$ cat config.mk
export PLATFORM = sky130hd
export DESIGN_NAME = text_render
export DESIGN_NICKNAME = d
export VERILOG_FILES = /design/src/rtl/text_render.sv
export SDC_FILE = /design/constraint.sdc
export NUM_CORES = 1
export LEC_CHECK = 0
export CAP_MARGIN = 40
export CORE_MARGIN = 4
export CORE_UTILIZATION = 50
export DETAILED_ROUTE_END_ITERATION = 8
export PLACE_DENSITY = 0.8
export SYNTH_ARGS = -nofsm -noshare
export SYNTH_HDL_FRONTEND = slang
export SYNTH_SLANG_ARGS = --single-unit
$ cat constraint.sdc
create_clock -name clk -period 2.07 [get_ports clk]
set_input_delay 0.414 -clock clk [delete_from_list [all_inputs] [get_ports clk]]
set_output_delay 0.414 -clock clk [all_outputs]
set_load 0.02 [all_outputs]
$ cat src/rtl/text_render.sv
`default_nettype none
// =============================================================================
// Module   : text_render
// Purpose  : Text-mode pixel renderer. Turns VGA timing-generator coordinates
//            into one 3-bit RGB pixel per clock by fetching a character /
//            attribute word from video RAM and a glyph row from the font ROM.
//            The 640x480 visible area is an 80x60 grid of 8x8 glyphs. Syncs
//            and the active flag travel through a matching delay so colour
//            and sync leave the block aligned, five clocks after input.
//
// Ports    : clk, rst_n            pixel clock, async active-low reset
//            x, y, active          pixel position and visible-region flag
//            animate               end-of-frame strobe, advances blink counter
//            h_sync_in, v_sync_in  active-low syncs from the timing generator
//            vram_addr, vram_en    character cell read request (1-clk RAM)
//            vram_data             {blink, bg[2:0], rsvd, fg[2:0], char[7:0]}
//            font_addr, font_data  glyph row request / row bits (1-clk ROM),
//                                  font_data bit 7 is the leftmost pixel
//            rgb, h_sync, v_sync   aligned pixel colour and syncs
//
// Revision : 1.0  initial release
// =============================================================================
module text_render #(
    parameter int COLS       = 80,
    parameter int LATENCY    = 5,
    parameter int BLINK_BITS = 5
) (
    input  logic        clk,
    input  logic        rst_n,
    input  logic [9:0]  x,
    input  logic [9:0]  y,
    input  logic        active,
    input  logic        animate,
    input  logic        h_sync_in,
    input  logic        v_sync_in,
    output logic [12:0] vram_addr,
    output logic        vram_en,
    input  logic [15:0] vram_data,
    output logic [10:0] font_addr,
    input  logic [7:0]  font_data,
    output logic [2:0]  rgb,
    output logic        h_sync,
    output logic        v_sync
);

    // Sidebands (sync, active) ride LATENCY-1 stages and then the output
    // register. The data path (address, RAM, font address, ROM, colour) is
    // fixed at five registers, so LATENCY has to stay at 5 to keep alignment.
    localparam int c_SB_DEPTH = LATENCY - 1;

    // -------------------------------------------------------------------------
    // Stage 1: character cell address
    // -------------------------------------------------------------------------
    logic [6:0]  w_row;
    logic [6:0]  w_col;
    logic [12:0] w_cell_addr;

    assign w_row = y[9:3];
    assign w_col = x[9:3];

    generate
        if (COLS == 80) begin : g_addr_shift_add
            // row*80 = row*64 + row*16, avoids a multiplier
            assign w_cell_addr = {w_row, 6'b0} + {2'b0, w_row, 4'b0} + {6'b0, w_col};
        end else begin : g_addr_mult
            localparam logic [12:0] c_COLS = 13'(COLS);
            assign w_cell_addr = {6'b0, w_row} * c_COLS + {6'b0, w_col};
        end
    endgenerate

    logic [12:0] r_vram_addr;
    logic        r_vram_en;

    always_ff @(posedge clk or negedge rst_n) begin
        if (!rst_n) begin
            r_vram_addr <= 13'd0;
            r_vram_en   <= 1'b0;
        end else begin
            r_vram_en   <= active;
            // Outside the visible area the address is pinned to 0 so the RAM
            // is never addressed past cell 4799.
            r_vram_addr <= active ? w_cell_addr : 13'd0;
        end
    end

    assign vram_addr = r_vram_addr;
    assign vram_en   = r_vram_en;

    // -------------------------------------------------------------------------
    // Sideband delay lines, index 0 is stage 1
    // -------------------------------------------------------------------------
    logic [c_SB_DEPTH-1:0] r_hs_pipe;
    logic [c_SB_DEPTH-1:0] r_vs_pipe;
    logic [c_SB_DEPTH-1:0] r_act_pipe;

    always_ff @(posedge clk or negedge rst_n) begin
        if (!rst_n) begin
            r_hs_pipe  <= '1;
            r_vs_pipe  <= '1;
            r_act_pipe <= '0;
        end else begin
            r_hs_pipe  <= {r_hs_pipe[c_SB_DEPTH-2:0], h_sync_in};
            r_vs_pipe  <= {r_vs_pipe[c_SB_DEPTH-2:0], v_sync_in};
            r_act_pipe <= {r_act_pipe[c_SB_DEPTH-2:0], active};
        end
    end

    // -------------------------------------------------------------------------
    // Glyph sub-position: y3 is needed when the font address is formed
    // (stage 3), x3 when the pixel is picked out of the glyph row (stage 5).
    // -------------------------------------------------------------------------
    logic [2:0] r_y3_1;
    logic [2:0] r_y3_2;
    logic [2:0] r_x3_1;
    logic [2:0] r_x3_2;
    logic [2:0] r_x3_3;
    logic [2:0] r_x3_4;

    always_ff @(posedge clk or negedge rst_n) begin
        if (!rst_n) begin
            r_y3_1 <= 3'd0;
            r_y3_2 <= 3'd0;
            r_x3_1 <= 3'd0;
            r_x3_2 <= 3'd0;
            r_x3_3 <= 3'd0;
            r_x3_4 <= 3'd0;
        end else begin
            r_y3_1 <= y[2:0];
            r_y3_2 <= r_y3_1;
            r_x3_1 <= x[2:0];
            r_x3_2 <= r_x3_1;
            r_x3_3 <= r_x3_2;
            r_x3_4 <= r_x3_3;
        end
    end

    // -------------------------------------------------------------------------
    // Stage 3: font address and attribute capture from video RAM data.
    // Attribute is kept packed as {blink, bg[2:0], fg[2:0]}.
    // -------------------------------------------------------------------------
    logic [10:0] r_font_addr;
    logic [6:0]  r_attr3;
    logic [6:0]  r_attr4;
    logic        w_unused_rsvd;

    assign w_unused_rsvd = vram_data[11];

    always_ff @(posedge clk or negedge rst_n) begin
        if (!rst_n) begin
            r_font_addr <= 11'd0;
            r_attr3     <= 7'd0;
            r_attr4     <= 7'd0;
        end else begin
            r_font_addr <= {vram_data[7:0], r_y3_2};
            r_attr3     <= {vram_data[15], vram_data[14:12], vram_data[10:8]};
            r_attr4     <= r_attr3;
        end
    end

    assign font_addr = r_font_addr;

    // -------------------------------------------------------------------------
    // Blink counter: advances once per frame, MSB is the hide phase.
    // -------------------------------------------------------------------------
    logic [BLINK_BITS-1:0] r_blink_cnt;

    always_ff @(posedge clk or negedge rst_n) begin
        if (!rst_n) begin
            r_blink_cnt <= '0;
        end else if (animate) begin
            r_blink_cnt <= r_blink_cnt + BLINK_BITS'(1);
        end
    end

    // -------------------------------------------------------------------------
    // Stage 5: colour select and aligned sync output
    // -------------------------------------------------------------------------
    logic       w_pixel;
    logic       w_blink;
    logic       w_phase;
    logic [2:0] w_fg;
    logic [2:0] w_bg;
    logic [2:0] w_fg_eff;
    logic [2:0] w_rgb_next;

    // 7 - x3 equals ~x3 for a 3-bit value: bit 7 is the leftmost pixel
    assign w_pixel  = font_data[~r_x3_4];
    assign w_blink  = r_attr4[6];
    assign w_bg     = r_attr4[5:3];
    assign w_fg     = r_attr4[2:0];
    assign w_phase  = r_blink_cnt[BLINK_BITS-1];
    // Hidden phase paints the glyph in the background colour
    assign w_fg_eff = (w_blink && w_phase) ? w_bg : w_fg;

    always_comb begin
        w_rgb_next = 3'b000;
        if (r_act_pipe[c_SB_DEPTH-1]) begin
            w_rgb_next = w_pixel ? w_fg_eff : w_bg;
        end
    end

    logic [2:0] r_rgb;
    logic       r_hsync;
    logic       r_vsync;

    always_ff @(posedge clk or negedge rst_n) begin
        if (!rst_n) begin
            r_rgb   <= 3'b000;
            r_hsync <= 1'b1;
            r_vsync <= 1'b1;
        end else begin
            r_rgb   <= w_rgb_next;
            r_hsync <= r_hs_pipe[c_SB_DEPTH-1];
            r_vsync <= r_vs_pipe[c_SB_DEPTH-1];
        end
    end

    assign rgb    = r_rgb;
    assign h_sync = r_hsync;
    assign v_sync = r_vsync;

endmodule
`default_nettype wire

==> metrics.md <==
| Metric | Value |
|---|---|
| Finish-stage setup viols | 0 |
| Sinks on the clock net | just under 80 |
| Asr flop ratio synth | 100% |
| 1st-pass router iterations | 3 |
| Core Box Area | just over 0.005 mm2 |
| Grt total ovfl | 0 |
| Mapped Nets | roughly 230 |
| DR vias/cell | about 4.7 |
| Largest net degree at the start of global routing | 42 |
| Worst vdd ir | between 0.5 and 0.6 mV |
| Minimum clock period | around 2.1 ns |
| Status | completed |
| Number of global-route vias before repair | 1,743 |
| Worst hold path class | input pin to async pin |
| Die Area | 0.00659 mm2 |
| Iteration-0 DRC count of the detailed router | 139 |
| Top post-synthesis cells by count | dfrtp_1 (68), ha_1 (14), and2_1 (12) |
| Layout cell share with drive strength beyond 1 | a little under a quarter |
| Buffers & Inverters on Critical Path | 4 |
| Maximum buffer depth of the clock tree | 2 |
| Area Growth Syn to Fin | 49.3% |
| Fin crit share | ~100% |
| RSZ-0062 raised after global routing | true |
| # IOs | 80 |
| Row Count | 26 |
| Port buffer count | 78 |
| CP Launch Type | input pin |
| DRC | 0 |
| Max-slew headroom | between 60 and 70% |
| Clock Latency Late Sink | between 0.3 and 0.4 ns |
| Slowest cell delay on critical path | around 0.55 ns |
| Diodes inserted | 0 |
| Synthesis Warnings | 0 |
| CTS tree | done |
| # H-tree levels | 3 |
| Die X | about 81 um |
| CP Capture Type | register |
| Gate Count Post-Synth | 166 |
| Post-synth EDFFs | 0 |
| Crit path DAT | between 2 and 2.5 ns |
| Worst Path Required | around 2.3 ns |
| Final Hold Fails | 0 |
| Clk root buf | clkbuf_8 |
| Global-route wire length before repair | approximately 8000 um |
| Post-synthesis cell area | 0.00268 mm2 |
| Yosys top cell by area | dfrtp_1 |
| Tot GR Track Use | between 15 and 20% |
| Hold WS | 0.0370 ns |
| Final core occ | 77.8% |
| Power per Cell Area | about 880 mW/mm2 |
| Final antenna-violating net count | 0 |
| Critical path fanouts, max | 2 |
| FMAX | between 400 and 500 MHz |
| Worst-margin pin slew | between 0.5 and 0.6 ns |
| Hold-fix buffers, CTS | 0 |
| Slowest stage cell, crit path | fa_1 |
| Most used DFF post-synth | dfrtp_1 |
| Drt wl/cell | 14.7 um |
| Post-synthesis register bit count | 78 |
| Crit path cell chain | buf_8, inv_4, fa_1, inv_2, ha_4, a21o_1, a311oi_2, buf_4, o2bb2ai_4, mux2i_1 |
| WL final | a little over 5000 um |
| Max-cap violation count | 0 |
| Max-slew violation count | 0 |
| Count leader, synth | dfrtp_1 |
| Vias | about 1,600 |
| Setup CP Type | input pin to register |
| Cts bufs inserted | 9 |
| Top cells by area, synth | dfrtp_1 (64%), dfstp_2 (9.8%), ha_1 (6.5%) |
| Leakage | roughly 1.8 nW |
| Die Ht | 81.2 um |
| Sequential share of the synthesized area | 73.4% |
| Reg clk slew, reported paths | about 0.080 ns |
| Synth Area per Inst | approximately 16 um2 |
| GPL Wtd Cong | 0.755 |
| Post-synth top area share | a little under two thirds |
| # nets final | 336 |
| Clock skew | ~0.013 ns |
| Initial antenna violation count | 0 |
| Hpwl dp | 3810 um |
| Starting Density | 52.1% |
| CP top delay family | adder cells |
| Unique masters post-synth | 31 |
==> area by class of cell <==
cell class                 count  area (um2)
tap                           70        87.6
inverter                       9        43.8
timing repair buffer          95         920
fill                         335        1140
multi-input combinational     77         779
sequential                    78        1960
clock inverter                 5        60.1
clock buffer                  11         141
==> per-layer routing <==
layer | GRT usage, % | wire, um | vias up
met2 | 30.6 | 2780 | 44
met4 | 7.60 | 58 | 0
met5 | 0 | 0 | -
met3 | 5.43 | 281 | 6
met1 | 17.1 | 1960 | 805
li1 | - | - | 773
==> path summary, 6_finish.rpt <==
kind | start | depth (start not counted) | slack [ns] | end
setup / recovery | y[5] | 10 | 0.01 | vram_addr[12]$_DFF_PN0_
hold / removal | rst_n | 1 | 0.04 | r_blink_cnt[3]$_DFFE_PN0P_
setup reg to reg | r_x3_4[0]$_DFF_PN0_ | 4 | 0.55 | rgb[0]$_DFF_PN0_
hold reg to reg | r_y3_1[2]$_DFF_PN0_ | 0 | 0.33 | r_y3_2[2]$_DFF_PN0_
max in group asynchronous | rst_n | 2 | 1.39 | r_vs_pipe[1]$_DFF_PN1_
min in group clk | r_y3_1[2]$_DFF_PN0_ | 0 | 0.33 | r_y3_2[2]$_DFF_PN0_
==> layout by cell type (no fill, tap or decap), drive strengths merged, types with 3 or more instances in the layout <==
master	synthesis	routed
nand3	5	5
ha	14	14
nand2	6	6
o21ai	5	5
and2	12	12
clkdlybuf4s50	0	72
a21oi	4	4
clkinv	0	3
dfrtp	68	68
buf	0	21
inv	9	9
dfstp	10	10
clkbuf	2	11
xnor2	5	5
==> power by group <==
| group | total (mW) | switching (mW) | internal, mW |
|---|---|---|---|
| combinational | 0.662 | 0.295 | 0.367 |
| sequential | 1.75 | 0.0716 | 1.68 |
| clock | 1.10 | 0.510 | 0.592 |
| total | 3.51 | 0.877 | 2.63 |
==> registers in the layout (all words and copies together), names as in the netlist, 4 cells and up <==
register     cells
font_addr       11
r_vs_pipe        4
r_hs_pipe        4
r_act_pipe       4
r_attr4          7
vram_addr       13
r_attr3          7
r_blink_cnt      5
==> metrics by stage <==
step           setup TNS (ns)  std cells  worst slack, ns  power [mW]  instance area (um2)
6_report                    0        345           0.0117        3.51                 4000
2_1_floorplan          -0.104        166          -0.0614        2.07                 2700
4_1_cts                     0        344           0.0211        3.54                 3930
3_3_place_gp            -4.00        327           -0.731        2.37                 3680
3_5_place_dp            -4.32        327           -0.788        2.40                 3680
5_1_grt               -0.0188        345          -0.0188        3.70                 4000
==> kinds of logic (layout without fill, tap and decap cells) <==
group / after synthesis / count (layout) / synth area share [%]
multiplexers: 5 / 5 / 2.99
AND/OR/NAND/NOR: 30 / 30 / 6.26
buffers and inverters: 11 / 120 / 1.54
adder cells (fa/ha/maj): 16 / 16 / 8.04
XOR/XNOR: 7 / 7 / 2.29
flip-flops: 78 / 78 / 73.4
AO/OA/AOI/OAI: 19 / 19 / 5.51
==> what timing repair did <==
item / CTS / global route
setup buffers: 1 / 1
cloned: 0 / 0
hold endpoints to repair: 0 / 0
pin swaps: 7 / 7
gates resized for setup: 24 / 9
endpoints found under the setup margin: 6 / 4
==> worst reg2reg max path, cell delays in order (launching register included) <==
cell	delay, ns
dfrtp_1	0.39
mux4_1	0.62
a22oi_4	0.24
nand3_1	0.11
o21ai_0	0.09
No activity file was read; power rests on OpenSTA's default activity.
==> RTL change 1: new RTL, config.mk and constraints unchanged <==
Register the input `vram_data` before use. The logic sees it one clock later. The other inputs are not delayed to match.
--- a/src/rtl/text_render.sv
+++ b/src/rtl/text_render.sv
@@ -49,4 +49,10 @@
     localparam int c_SB_DEPTH = LATENCY - 1;
 
+    logic [15:0] vram_data_q;
+
+    always_ff @(posedge clk) begin
+        vram_data_q <= vram_data;
+    end
+
     // -------------------------------------------------------------------------
     // Stage 1: character cell address
@@ -144,5 +150,5 @@
     logic        w_unused_rsvd;
 
-    assign w_unused_rsvd = vram_data[11];
+    assign w_unused_rsvd = vram_data_q[11];
 
     always_ff @(posedge clk or negedge rst_n) begin
@@ -152,6 +158,6 @@
             r_attr4     <= 7'd0;
         end else begin
-            r_font_addr <= {vram_data[7:0], r_y3_2};
-            r_attr3     <= {vram_data[15], vram_data[14:12], vram_data[10:8]};
+            r_font_addr <= {vram_data_q[7:0], r_y3_2};
+            r_attr3     <= {vram_data_q[15], vram_data_q[14:12], vram_data_q[10:8]};
             r_attr4     <= r_attr3;
         end
Behaviour: not the same (a bounded check fails within 4 cycles, from zero or initial values and one cycle with rst_n low).
==> RTL change 1 against the unedited design <==
  * Synthesized area grew 11%
  * Design area grew 7.9%
  * Sequential cell count grew 15
  * Setup slack gained 21 ps
  * Power grew 11%
  * Register-to-register slack gained 50 ps
  * Synthesized cell count grew 9.0%
  * Sequential share of layout area grew 3.4 points
  * Wire length grew 7.2%
==> RTL change 1: results (changes against the unedited design) <==
outcome=completed; Clock Skew=9.62 ps (-3.31 ps); Lkg Pwr=0.00192 µW (+8.2%); Post-Synth Adder-Cell Area=7.23% (-0.81 points); worst hold path type=register to register; dpl hpwl=3.99 mm (+4.5%); Place WS=-780 ps (+7.61 ps); DRT Pass-1 Iters=4 (+1); final wirelength=5.45 mm (+7.2%); first-pass GRT wire length=8.75 mm (+9.8%); Yosys cell types=32 (+3.2%); Net Sw Power=952 µW (+8.5%); Slew HR=74.8% (+8.5 points); gp weighted congestion=0.800 (+5.9%); Tot Pwr=3900 µW (+11%); DP Cell Count=348 (+6.4%); share of cells above drive strength 1=22.4% (-0.46 points); XOR/XNOR share of the synthesized area=2.06% (-0.23 points); worst vdd ir=0.549 mV (+6.8%); arrival time worst endpoint=2300 ps (-20 ps); initial drt markers=63 (-55%); Layout Cells excl Fill=366 (+6.1%); nets=355 (+5.7%); pin count of the biggest net entering global routing=54 (+29%); Post-Syn Nets=247 (+6.5%); Via Count=1,715 (+5.3%); vias in the first global route=1,849 (+6.1%); GRT Overall Usage=16.0% (-0.74 points); Seq/Total Area, Yosys=76.1% (+2.7 points); CTS Root Cell=clkbuf_8; Syn Inst Count=181 (+9.0%); mux cell area share after synthesis=2.69% (-0.30 points); final-layout fill cell count=355 (+6.0%); cell with the largest stage delay on the worst path=fa_1; Largest register FFs=15 (+2); commonest cells in the netlist=dfrtp_1 (68), dfxtp_1 (15), ha_1 (14); ys async rst share=83.9% (-16 points); top cells by area, synth=dfrtp_1 (57%), dfxtp_1 (10%), dfstp_2 (8.8%); clock slew at reported path FFs=90 ps
RTL change 1: worst paths after layout:
kind / cells past startpoint / startpoint / end / slack [ps]
worst max register to register: 4 / r_x3_4[0]$_DFF_PN0_ / rgb[1]$_DFF_PN0_ / 600
worst max-delay path: 10 / y[5] / vram_addr[12]$_DFF_PN0_ / 30
max in group asynchronous: 3 / rst_n / font_addr[0]$_DFF_PN0_ / 990
min in group asynchronous: 2 / rst_n / font_addr[4]$_DFF_PN0_ / 520
worst min-delay path: 0 / vram_data_q[0]$_DFF_P_ / font_addr[3]$_DFF_PN0_ / 330
worst min register to register: 0 / vram_data_q[0]$_DFF_P_ / font_addr[3]$_DFF_PN0_ / 330
RTL change 1: layout make-up:
cell class / instances / share of cell area [%]
multi-input cells: 77 / 17.6
clock buffers: 11 / 3.28
clock inverters: 5 / 1.36
flip-flops and latches: 93 / 52.5
inverters: 9 / 0.958
well taps: 72 / 2.09
repair buffers: 99 / 22.1
RTL change 1: timing repair:
item	4_1_cts	5_1_grt
buffers inserted	1	0
pin swaps	7	5
hold endpoints to repair	15	0
resized for setup	25	6
hold buffers	1	0
setup endpoints to repair	7	4
RTL change 1: through the flow:
step | setup TNS (ps) | area [µm²]
2_1_floorplan | -57.8 | 3000
3_3_place_gp | -4020 | 4020
3_5_place_dp | -4450 | 4020
4_1_cts | 0 | 4300
5_1_grt | -22.2 | 4310
6_report | 0 | 4310
RTL change 1: power groups by stage:
| stage | sequential, µW | clock, µW | combinational (µW) |
|---|---|---|---|
| 2_1_floorplan | 2140 | 0 | 237 |
| 3_3_place_gp | 2090 | 0 | 607 |
| 3_5_place_dp | 2100 | 0 | 640 |
| 4_1_cts | 2060 | 1200 | 668 |
| 5_1_grt | 2080 | 1290 | 725 |
| 6_report | 2060 | 1170 | 669 |
RTL change 1: cells by family after synthesis:
| logic type | after synthesis |
|---|---|
| buffers and inverters | 11 |
| adder cells (fa/ha/maj) | 16 |
| AO/OA/AOI/OAI | 19 |
| AND/OR/NAND/NOR | 30 |
| flip-flops | 93 |
| multiplexers | 5 |
| XOR/XNOR | 7 |
RTL change 1: per-layer routing:
metal	up-vias	part of all wire [%]	global-route usage, %
met5	-	0	0
met4	0	0.31	5.04
met3	2	5.2	5.53
met2	48	53	26.8
met1	840	42	19.4
li1	825	-	-
RTL change 1: worst reg2reg max path, delay by kind of cell (launching register included):
| family | cells | cell delay [ps] |
|---|---|---|
| AOI/OAI and AO/OA | 2 | 310 |
| DFF | 1 | 380 |
| muxes | 1 | 610 |
| and+or+nand+nor | 1 | 100 |
==> RTL change 2: new RTL, same flow settings <==
Made on the original files. Change the parameter `BLINK_BITS` from 5 to 10.
--- a/src/rtl/text_render.sv
+++ b/src/rtl/text_render.sv
@@ -24,5 +24,5 @@
     parameter int COLS       = 80,
     parameter int LATENCY    = 5,
-    parameter int BLINK_BITS = 5
+    parameter int BLINK_BITS = 10
 ) (
     input  logic        clk,
Behaviour: no difference found for any inputs over 10 cycles, from zero or initial values and one cycle with rst_n low; that may be too few to reach the edited logic, so the function may still have changed.
==> RTL change 2 against the unedited design <==
  * Synthesized area grew 8.0%
  * Via count grew 8.1%
  * Count of clock-buffer cells in the layout shrank 1
  * Design area grew 5.8%
  * Wire length grew 5.1%
  * First-iteration DRC count shrank 53%
  * Synthesized cell count grew 12%
  * Non-clock buffer count grew 6
  * Sequential cell count grew 5
  * Power grew 4.8%
  * Setup slack gained 25 ps
  * Critical path type unchanged
  * Critical endpoint is now vram_addr[10]$_DFF_PN0_
==> RTL change 2: results (changes against the unedited design) <==
outcome=completed; DP Cell Count=353 (+8.0%); Largest register FFs=13 (unchanged); initial drt markers=66 (-53%); Clock-cell share=4.80% (-0.24 points); setup bufs post-CTS=2 (+1); Multi-input gate area=847 µm² (+8.7%); multi-input gates=92 (+19%); termination of the worst setup path=vram_addr[10]$_DFF_PN0_; arrival time worst endpoint=2250 ps (-70 ps); commonest cells in the netlist=dfrtp_1 (73), ha_1 (14), and2_1 (12); Non-clock buffer share=22.6% (-0.39 points); Max Fclk=0.492 GHz (+1.2%); Clock Skew=2.61 ps (-10.3 ps); final-layout fill cell count=370 (+10%); Seq/Total Area, Yosys=72.2% (-1.1 points); CP max stage delay=460 ps (-90 ps); Sink Count=83 (+6.4%); Net Sw Power=926 µW (+5.6%); Non-CTS buffers=101 (+6.3%); Synth top area share=63.1% (-0.40 points); P_int=2760 µW (+4.6%); cell with the largest stage delay on the worst path=clkdlybuf4s50_1; final wirelength=5.34 mm (+5.1%); Lkg Pwr=0.00190 µW (+7.3%); vias in the first global route=1,900 (+9.0%); share of cells above drive strength 1=23.6% (+0.68 points); worst vdd ir=0.608 mV (+18%); gp weighted congestion=0.758 (+0.34%); WL/cell=14.3 µm (-2.8%); DRT Pass-1 Iters=4 (+1); Post-Syn Nets=252 (+8.6%); Worst Setup SP=x[8]; P&R area growth vs syn=46.1%; Syn Area/Cell=15.6 µm² (-3.6%); Yosys cell types=33 (+6.5%); Hold WS=6.80 ps (-30.2 ps); nets=362 (+7.7%); top cells by area, synth=dfrtp_1 (63%), dfstp_2 (9.1%), ha_1 (6.1%); Post-CTS Resized=22 (-8.3%); Placed Area=3940 µm² (+6.8%); CP delay by family, top=compound AO/OA/AOI/OAI gates; Sequential Power Share=51.2% (+1.4 points); pin count of the biggest net entering global routing=53 (+26%); vias per cell=4.72 (about the same)
-- RTL change 2: cell count changes in the layout (fill, tap and decap cells not counted), moves of 2 or more --
cell,delta
xor2_1,+3
nand2_1,+4
buf_4,+6
xnor2_1,+2
dfrtp_1,+5
nor3_1,+2
-- RTL change 2: logic make-up (layout without fill, tap and decap cells) --
logic type / after synthesis / after routing / synth area share [%]
compound gates: 19 / 19 / 5.10
buf+inv: 11 / 126 / 1.43
fa+ha+maj: 16 / 16 / 7.44
simple gates: 40 / 40 / 7.40
mux: 5 / 5 / 2.77
flops: 83 / 83 / 72.2
xor+xnor: 12 / 12 / 3.63
-- RTL change 2: metal layers --
metal | up-vias | GRT usage (%) | wire [µm]
li1 | 848 | - | -
met1 | 844 | 19.2 | 2120
met5 | - | 0 | 0
met3 | 11 | 6.81 | 370
met4 | 0 | 6.58 | 98
met2 | 57 | 27.3 | 2750
